==> config.mk <==
export PLATFORM = sky130hd
export DESIGN_NAME = lane_bitorder
export DESIGN_NICKNAME = d
export VERILOG_FILES = /design/src/rtl/lane_bitorder.sv
export SDC_FILE = /design/constraint.sdc
export NUM_CORES = 1
export LEC_CHECK = 0
export ABC_AREA = 1
export ABC_CLOCK_PERIOD_IN_PS = 2000
export BUFFER_PORTS_ARGS = -buffer_cell sky130_fd_sc_hd__buf_4
export CAP_MARGIN = 0
export CORE_MARGIN = 3
export CORE_UTILIZATION = 34
export DETAILED_ROUTE_END_ITERATION = 8
export GPL_ROUTABILITY_DRIVEN = 1
export HOLD_SLACK_MARGIN = 0.02
export PLACE_DENSITY = 0.5
export SYNTH_ARGS = -nofsm -noshare
export SYNTH_HDL_FRONTEND = slang
export SYNTH_SLANG_ARGS = --single-unit
==> constraint.sdc <==
create_clock -name clk -period 2 [get_ports clk]
set_input_delay 0.4 -clock clk [delete_from_list [all_inputs] [get_ports clk]]
set_output_delay 0.4 -clock clk [all_outputs]
set_load 0.03 [all_outputs]
==> src/rtl/lane_bitorder.sv <==
// rtl/lane_bitorder.sv - ping-pong word buffer that re-emits incoming lanes in forward or reversed lane order
// Buffer A fills first out of reset; each completed word drains for exactly N cycles while the other buffer fills.
module lane_bitorder #(
  parameter int LANE_W = 2,
  parameter int WORD_W = 8,
  parameter int CNT_W  = 16
) (
  input  logic              clk,
  input  logic              rst,
  input  logic              axiiv,
  input  logic [LANE_W-1:0] axiid,
  input  logic              reverse,
  output logic              axiov,
  output logic [LANE_W-1:0] axiod,
  output logic              frag_drop,
  output logic [CNT_W-1:0]  drop_count
);

  localparam int N  = WORD_W / LANE_W;
  localparam int CW = (N > 1) ? $clog2(N) : 1;
  localparam logic [CW-1:0] LAST = CW'(N - 1);

  typedef enum logic [1:0] {
    EMPTY_A = 2'd0,
    EMPTY_B = 2'd1,
    SEND_A  = 2'd2,
    SEND_B  = 2'd3
  } state_t;

  state_t            state_q, state_d;
  logic [CW-1:0]     fill_q, fill_d;
  logic [CW-1:0]     drain_q, drain_d;
  logic [WORD_W-1:0] buf_a_q, buf_a_d;
  logic [WORD_W-1:0] buf_b_q, buf_b_d;
  logic              rev_q, rev_d;
  logic              frag_q, frag_d;
  logic [CNT_W-1:0]  cnt_q, cnt_d;

  logic              fill_to_a;
  logic              sending;
  logic              word_done;
  logic              drain_done;
  logic [CW-1:0]     lane_idx;
  logic [WORD_W-1:0] drain_word;

  // The fill target is always the buffer that is not draining (or was drained last).
  always_comb begin
    fill_to_a  = (state_q == EMPTY_B) || (state_q == SEND_B);
    sending    = (state_q == SEND_A) || (state_q == SEND_B);
    word_done  = axiiv && (fill_q == LAST);
    drain_done = sending && (drain_q == LAST);
  end

  always_comb begin
    state_d = state_q;
    fill_d  = fill_q;
    drain_d = '0;
    buf_a_d = buf_a_q;
    buf_b_d = buf_b_q;
    rev_d   = rev_q;
    frag_d  = 1'b0;
    cnt_d   = cnt_q;

    if (axiiv) begin
      if (fill_to_a) begin
        buf_a_d[fill_q*LANE_W +: LANE_W] = axiid;
      end else begin
        buf_b_d[fill_q*LANE_W +: LANE_W] = axiid;
      end
      fill_d = word_done ? '0 : fill_q + 1'b1;
      if (word_done) begin
        rev_d = reverse;
      end
    end else if (fill_q != '0) begin
      fill_d = '0;
      frag_d = 1'b1;
      if (cnt_q != '1) begin
        cnt_d = cnt_q + 1'b1;
      end
    end

    if (sending && !drain_done) begin
      drain_d = drain_q + 1'b1;
    end

    // A word can only complete during a send on its last drain cycle, so hand-off is gapless.
    case (state_q)
      EMPTY_B: if (word_done)  state_d = SEND_A;
      EMPTY_A: if (word_done)  state_d = SEND_B;
      SEND_A:  if (drain_done) state_d = word_done ? SEND_B : EMPTY_A;
      SEND_B:  if (drain_done) state_d = word_done ? SEND_A : EMPTY_B;
      default: state_d = EMPTY_B;
    endcase

    if (!axiiv && (state_q == SEND_A) && (state_d == EMPTY_A)) begin
      buf_a_d = '0;
    end
    if (!axiiv && (state_q == SEND_B) && (state_d == EMPTY_B)) begin
      buf_b_d = '0;
    end
  end

  always_ff @(posedge clk) begin
    if (rst) begin
      state_q <= EMPTY_B;
      fill_q  <= '0;
      drain_q <= '0;
      buf_a_q <= '0;
      buf_b_q <= '0;
      rev_q   <= 1'b1;
      frag_q  <= 1'b0;
      cnt_q   <= '0;
    end else begin
      state_q <= state_d;
      fill_q  <= fill_d;
      drain_q <= drain_d;
      buf_a_q <= buf_a_d;
      buf_b_q <= buf_b_d;
      rev_q   <= rev_d;
      frag_q  <= frag_d;
      cnt_q   <= cnt_d;
    end
  end

  always_comb begin
    lane_idx   = rev_q ? (LAST - drain_q) : drain_q;
    drain_word = (state_q == SEND_A) ? buf_a_q : buf_b_q;
    axiov      = sending;
    axiod      = sending ? drain_word[lane_idx*LANE_W +: LANE_W] : '0;
    frag_drop  = frag_q;
    drop_count = cnt_q;
  end

endmodule

# After elaboration in Yosys (flattened, before gate mapping)
# Cells that the tools add are included.
# Widths: inputs -> output; s select.
# totals
register_bits	40
input_bits	6
out_inout_bits	20
# op_classes
n_addsub	5
eq_ne	7
n_shift	3
mux	16
n_bitwise	3
n_reduce_logical	23
# op_table
cell	n
$neg 3->34	1
$shift 2x34->8 const A	1
$shiftx 2x34->8	1
$mux 2	11
$add 16x1->16 const B	1
$bwmux 8	2
$ne 16x16->1 const B	1
$eq 2x2->1 const B	4
$mux 8	1
$pmux 2 s4	1
$reduce_or 2->1	4
$shiftx 8x4->2	1
$logic_and 1x1->1	7
$reduce_and 2->1	3
$add 2x1->2 const B	2
$eq 2x1->1 const B	2
$logic_not 2->1	2
$reduce_bool 2->1	2
$not 1->1	3
$reduce_and 3->1	1
$logic_not 1->1	2
$logic_or 1x1->1	2
$sub 2x2->2 const A	1
$mux 1	1

# Longest topological paths before layout
# Gate-level depths: netlist of the first run.
# depth
depth_word	8
mapped_depth	10
depth_no_buf	10

# Worst setup path after synthesis of the first run
# Ideal clock, no wire load.
# synth_timing
path_type	reg-to-output
start	register state_q[0]
end	output port axiod[0]
arrival_time_ns	1.453
t_required_ns	1.600
path_slack_ns	0.147
path_stages_with_launch	9
path_buffers	2
path_cell_list	dfxtp_1 -> buf_2 -> inv_1 -> nand2_1 -> buf_2 -> nor2_1 -> o21ai_0 -> a21oi_1 -> nor2_1
# synth_via
elab_chain_len	4
word_cells_on_any_way	6
cone_classes	eq/ne: 2; shift: 1; mux: 2; reduce/logical: 1
# synth_rtl
item	line_no	source
start, declared	30	state_t state_q, state_d;
start signal, assigned	114	state_q <= state_d;
$eq 2x2->1	49, 127	
$mux 8	127	drain_word = (state_q == SEND_A) ? buf_a_q : buf_b_q;
$shiftx 8x4->2	129	axiod = sending ? drain_word[lane_idx*LANE_W +: LANE_W] : '0;
$mux 2 (*)	129	
end, declared	14	output logic [LANE_W-1:0] axiod,
# Every way passes the cells marked *; elsewhere a longest branch is shown, timed or not.

# Worst setup path after layout of the first run
# layout_timing
start	register rev_q
end	output port axiod[1]
# layout_via
elab_chain_len	3
# layout_rtl
item	line_no	source
start, declared	35	logic rev_q, rev_d;
start signal, assigned	119	rev_q <= rev_d;
$mux 2	126	lane_idx = rev_q ? (LAST - drain_q) : drain_q;
$shiftx 8x4->2	129	
$mux 2	129	
# No other way between the ends.

==> metrics.md, run 1 <==
| Metric | Value |
|---|---|
| Outcome | `finished clean` |
| Routability Congestion | `0.7771` |
| RSZ-0062 raised after global routing | `no` |
| Detailed-router iteration count before antenna repair | `4` |
| Max Fclk | `531.7 MHz` |
| DRC | `0` |
| Worst slew margin | `72.32%` |
| GR Util All Layers | `16.51%` |
| Clock buffer depth | `2` |
| Utilization after layout | `43.76%` |
| Root Driver | `clkbuf_8` |
| Met2 wire len | `2255 µm` |
| Most frequent cells in the layout | `nand2_1, nor2_1, dfxtp_1, buf_4, inv_1` |
| Fill cells | `679` |
| Final min period | `1.881 ns` |
| Worst hold slack | `0.3123 ns` |
| Total global routing overflow | `0` |
| Initial antenna violation count | `0` |
| H-tree depth | `2` |
| Ant. Diodes | `0` |
| Seq/Total Area, Yosys | `36.47%` |
| Core Box Area | `6096 µm²` |
| Final ANT Viol Nets | `0` |
| Hold bufs inserted after CTS | `0` |
| CP Class | `flip-flop to primary output` |
| Clk sink count | `40` |
| First-pass GRT wire length | `9694 µm` |
| Insertion delay to the later sink of the worst-skew pair | `0.30 ns` |
| Synth Instances | `321` |
| Max incr delay on CP | `0.35 ns` |
| Routed metal-1 wirelength | `3055 µm` |
| Worst setup SP type | `flip-flop` |
| MaxCap Viol Count | `0` |
| Most frequent CP cell | `buf_4` |
| Pwr per Cell Area | `621.0 nW/µm²` |
| Row cnt | `28` |
| Setup Skew | `0.007710 ns` |
| R2R Path Start | `drop_count[1]$_SDFFE_PP0P_` |
| Synth Register Bits | `40` |
| CTS tree | `built` |
| Syn Nets | `334` |
| Synth warnings | `0` |
| Multi-input combinational cell area | `1250 µm²` |
| Cell Area, Synth | `2196 µm²` |
| Worst Hold Launch | `reverse` |
| Number of port buffers | `25` |
| FF/Latch Area | `804.5 µm²` |
| Via count | `2123` |
| Final max-slew violation count | `0` |
| Post-synth cell types | `28` |
| CP max FO | `4` |
| Die area | `7459 µm²` |
| CP endpoint kind | `primary output` |
| Routed Wire Length | `5656 µm` |
| # IOs | `26` |
| Synthesis-to-finish area growth | `21.48%` |
| Starting Density | `36.02%` |
| Num CTS Buffers | `5` |
| Commonest non-fill, non-tap cell in the layout | `nand2_1` |
| Number of global-route vias before repair | `2008` |
| Routed met3 length | `265 µm` |
| Leak pwr | `0.001057 µW` |
| Share of cells above drive strength 1 | `19.83%` |
| CP cell instances | `xnor2_2 -> buf_4 -> nand2_1 -> a21oi_1 -> nor2_1 -> buf_4` |
| DR WL/cell | `13.06 µm` |
| Post-route clock period utilization | `94.03%` |
| Largest net degree at the start of global routing | `21` |
| Actual slew at the worst max-slew pin | `0.4152 ns` |
| Max Used Layer | `met4` |
| Vias/cell | `4.903` |
| Violation count after the first detailed-route iteration | `101` |
| Crit path DAT | `1.48 ns` |
| Post-Syn Area per Cell | `6.841 µm²` |
| Nets | `370` |
| DP HPWL | `4231 µm` |
| Die Ht | `86.37 µm` |
| Worst Setup SP | `rev_q$_SDFFE_PP1P_` |
| CTS clock-pin slew for the worst setup and hold paths | `0.09 ns` |
| Setup violations, final | `0` |
| Maximum vdd ir drop | `0.0002476 V` |
| Die width | `86.37 µm` |
| CP max-delay cell | `dfxtp_2` |
| Final hold vios | `0` |
| Hold Path Class | `primary input to flip-flop` |
| Req. time, crit path | `1.60 ns` |
| Setup TNS | `0 ns` |
-- area by class of cell --
| cell class | instances | share of cell area [%] |
|---|---|---|
| Clock buffer | 6 | 2.720 |
| Clock inverter | 2 | 1.313 |
| Inverter | 34 | 5.019 |
| Multi-Input combinational cell | 239 | 46.86 |
| Sequential cell | 40 | 30.16 |
| Tap cell | 75 | 3.518 |
| Timing Repair Buffer | 37 | 10.41 |
-- critical path, delay by kind of cell, from the launching register on --
kind                   cells  cell delay (ns)
flip-flops                 1             0.35
XOR/XNOR                   1             0.22
AO/OA/AOI/OAI              1             0.16
buffers and inverters      2             0.33
AND/OR/NAND/NOR            2             0.12
-- what timing repair did --
item | CTS | global route
endpoints found under the setup margin | 2 | 2
gates resized for setup | 5 | 9
endpoints found under the hold margin | 0 | 0
pin swaps | 1 | 1
buffers inserted | 1 | 1
cloned | 0 | 0
-- sequential cells by signal, indices dropped and copies added, names as in the netlist --
register / count
fill_q: 2
buf_b_q: 8
drop_count: 16
drain_q: 2
buf_a_q: 8
state_q: 2
rev_q: 1
frag_drop: 1
-- synth_stat cells (all sizes together) --
master,instances,share of area (%)
nand2,85,15
nor2,44,9.0
dfxtp,40,36
a21oi,34,9.1
inv,33,5.6
o21ai,26,5.9
nand3,18,4.1
nand4,12,3.4
ha,7,4.0
buf,6,1.8
xnor2,3,1.2
xor2,3,1.2
a21boi,2,0.68
clkbuf,2,0.34
nor3,2,0.46
a31oi,1,0.57
a41oi,1,0.74
and3,1,0.29
clkinv,1,0.23
-- power breakdown --
group          total [µW]  switching (µW)  internal (µW)
Sequential            822            10.2            812
Combinational         167             109           57.6
Clock                 668             297            371
-- worst paths after layout --
check / depth (start not counted) / slack (ns) / end
worst max-delay path: 6 / 0.12 / axiod[1]
worst min-delay path: 3 / 0.31 / rev_q$_SDFFE_PP1P_
worst max register to register: 11 / 0.27 / drop_count[10]$_SDFFE_PP0P_
worst min register to register: 2 / 0.45 / buf_a_q[4]$_SDFFE_PP0P_
-- kinds of logic after synthesis --
group,Yosys count,synth area share (%)
and+or+nand+nor,162,32.14
adders and majority gates,7,3.988
DFF,40,36.47
xor gates and xnor gates,6,2.394
buffers and inverters,42,7.977
AOI/OAI and AO/OA,64,17.04
-- stage by stage --
step | power, µW | worst slack, ns | instances | cell area, µm²
finish | 1656 | 0.1193 | 433 | 2668
global route | 1730 | 0.009012 | 433 | 2668
CTS | 1679 | 0.03504 | 432 | 2639
detailed placement | 1005 | 0.1245 | 423 | 2506
global placement | 1005 | 0.08859 | 423 | 2506
floorplan | 945.2 | 0.1472 | 321 | 2196
-- routing by layer --
layer  global-route usage, %  vias up
met3                   3.517        6
met4                   6.232        0
met1                   24.90      959
li1                        -     1122
met5                       0        -
met2                   22.67       36
Power figures use the tool's default switching activity.
==> inputs of run 2 (changes only) <==
Settings changed: REMOVE_ABC_BUFFERS set to 1.
==> run 2 against run 1 <==
Compared with the run above: first-iteration DRC count grew 49%; worst hold slack lost 0.0067 ns; clock skew shrank 0.0016 ns; power shrank 5.0%; combinational power grew 5%; cell area grew 1.5%; critical endpoint is now axiod[0]; largest power group unchanged; highest routed layer unchanged.
==> metrics.md, run 2 (synthesis gave the netlist of run 1 again) <==
| Metric | Value |
|---|---|
| Die Ht | `86.37 µm` |
| Number of global-route vias before repair | `2013` |
| Final max-slew violation count | `0` |
| R2R Path Start | `drop_count[1]$_SDFFE_PP0P_` |
| Setup violations, final | `0` |
| Psw | `394.3 µW` |
| Core Box Area | `6096 µm²` |
| CTS tree | `built` |
| MaxCap Viol Count | `0` |
| Die width | `86.37 µm` |
| Initial antenna violation count | `0` |
| Largest net degree at the start of global routing | `21` |
| Worst Hold Launch | `reverse` |
| Req. time, crit path | `1.60 ns` |
| Crit path DAT | `1.47 ns` |
| Combinational share of power | `11.1%` |
| Multi-input combinational cell area | `1265 µm²` |
| Flop pwr share | `52.1%` |
| Hold Path Class | `primary input to flip-flop` |
| Most frequent cells in the layout | `nand2_1, nor2_1, buf_4` |
| Detailed-router iteration count before antenna repair | `4` |
| Outcome | `finished clean` |
| Final Instance Area | `2708 µm²` |
| Final ANT Viol Nets | `0` |
| Final hold vios | `0` |
| CP max FO | `5` |
| GR Util All Layers | `15.62%` |
| Synthesis-to-finish area growth | `23.30%` |
| Final min period | `1.873 ns` |
| FF/Latch Area | `809.5 µm²` |
| Hold bufs inserted after CTS | `0` |
| DR WL/cell | `13.07 µm` |
| Worst hold slack | `0.3055 ns` |
| DP HPWL | `4202 µm` |
| Vias/cell | `4.929` |
| Number of port buffers | `25` |
| CP Class | `flip-flop to primary output` |
| Switching portion of total power | `25.06%` |
| Worst slew margin | `71.06%` |
| Ant. Diodes | `0` |
| Pwr per Cell Area | `581.1 nW/µm²` |
| Setup TNS | `0 ns` |
| Actual slew at the worst max-slew pin | `0.4327 ns` |
| H-tree depth | `2` |
| Maximum vdd ir drop | `0.0002583 V` |
| Clk sink count | `40` |
| # IOs | `26` |
| DP Area | `2506 µm²` |
| RSZ-0062 raised after global routing | `no` |
| Root Driver | `clkbuf_8` |
| Starting Density | `36.02%` |
| Routed Wire Length | `5685 µm` |
| Die area | `7459 µm²` |
| Commonest non-fill, non-tap cell in the layout | `nand2_1` |
| Total global routing overflow | `0` |
| Clock power frac | `36.8%` |
| Setup Skew | `0.006101 ns` |
| Share of cells above drive strength 1 | `20.56%` |
| DRC | `0` |
| Violation count after the first detailed-route iteration | `150` |
| Worst Setup SP | `drain_q[0]$_SDFF_PP0_` |
| Post-route clock period utilization | `93.67%` |
| P_int | `1179 µW` |
| Leak pwr | `0.001088 µW` |
| Nets | `373` |
| Num CTS Buffers | `5` |
| Max Fclk | `533.8 MHz` |
| Routability Congestion | `0.7826` |
| First-pass GRT wire length | `9411 µm` |
| Via count | `2144` |
| Tot Pwr | `1573 µW` |
| Insertion delay to the later sink of the worst-skew pair | `0.29 ns` |
| Max reg flops | `16` |
| Clock buffer depth | `2` |
| CTS clock-pin slew for the worst setup and hold paths | `0.08 ns` |
| CP endpoint kind | `primary output` |
| Row cnt | `28` |
| Fill cells | `656` |
| Worst setup SP type | `flip-flop` |
[run 2: cell types whose count changed in the layout (fill, tap and decap cells not counted), sizes merged]
| cell | previous run | this run |
|---|---|---|
| clkbuf | 6 | 7 |
| clkinv | 2 | 1 |
| bufinv | 1 | 0 |
| buf | 37 | 40 |
[run 2: repair_timing]
item                                    CTS  global route
gates resized for setup                   3            16
endpoints found under the setup margin    2             4
setup buffers                             0             5
pin swaps                                 0             7
cloned                                    0             0
[run 2: through the flow]
| stage | std cells | setup slack [ns] | util [%] |
|---|---|---|---|
| 4_1_cts | 430 | 0.007045 | 42.82 |
| 5_1_grt | 435 | 0.003920 | 44.42 |
| 3_3_place_gp | 423 | 0.1028 | 41.11 |
| 6_report | 435 | 0.1267 | 44.42 |
| 2_1_floorplan | 313 | -0.07213 | - |
| 3_5_place_dp | 423 | 0.1266 | 41.11 |
[run 2: worst max-delay path: stages, from the launching register on]
cell and delay [ns]:
dfxtp_4 0.37, xnor2_4 0.16, buf_6 0.14, inv_4 0.05, nand3_2 0.05, nand2_1 0.06
nand2_1 0.05, nand2_1 0.05, nor2_1 0.09, buf_4 0.16
[run 2: layer usage]
layer	GRT usage, %	vias up	routed length, µm
li1	-	1131	-
met1	22.97	977	3052
met2	23.02	31	2390
met3	2.947	5	199
met4	4.674	0	42
met5	0	-	0
[run 2: worst paths after layout]
check / end / slack [ns] / cells past startpoint
min reg2reg: buf_a_q[4]$_SDFFE_PP0P_ / 0.45 / 2
min: rev_q$_SDFFE_PP1P_ / 0.31 / 3
max reg2reg: drop_count[1]$_SDFFE_PP0P_ / 0.37 / 9
max: axiod[0] / 0.13 / 9
[run 2: layout make-up]
type                            count  area share [%]
Timing Repair Buffer               40           11.23
Multi-Input combinational cell    239           46.72
Sequential cell                    40           29.90
Tap cell                           75           3.466
Inverter                           34           5.129
Clock buffer                        7           3.558
[run 2: power groups by stage]
stage / clock network, µW / registers [µW] / logic, µW
2_1_floorplan: 0 / 850 / 80.0
3_3_place_gp: 0 / 839 / 163
3_5_place_dp: 0 / 840 / 164
4_1_cts: 607 / 821 / 165
5_1_grt: 635 / 821 / 192
6_report: 580 / 819 / 175
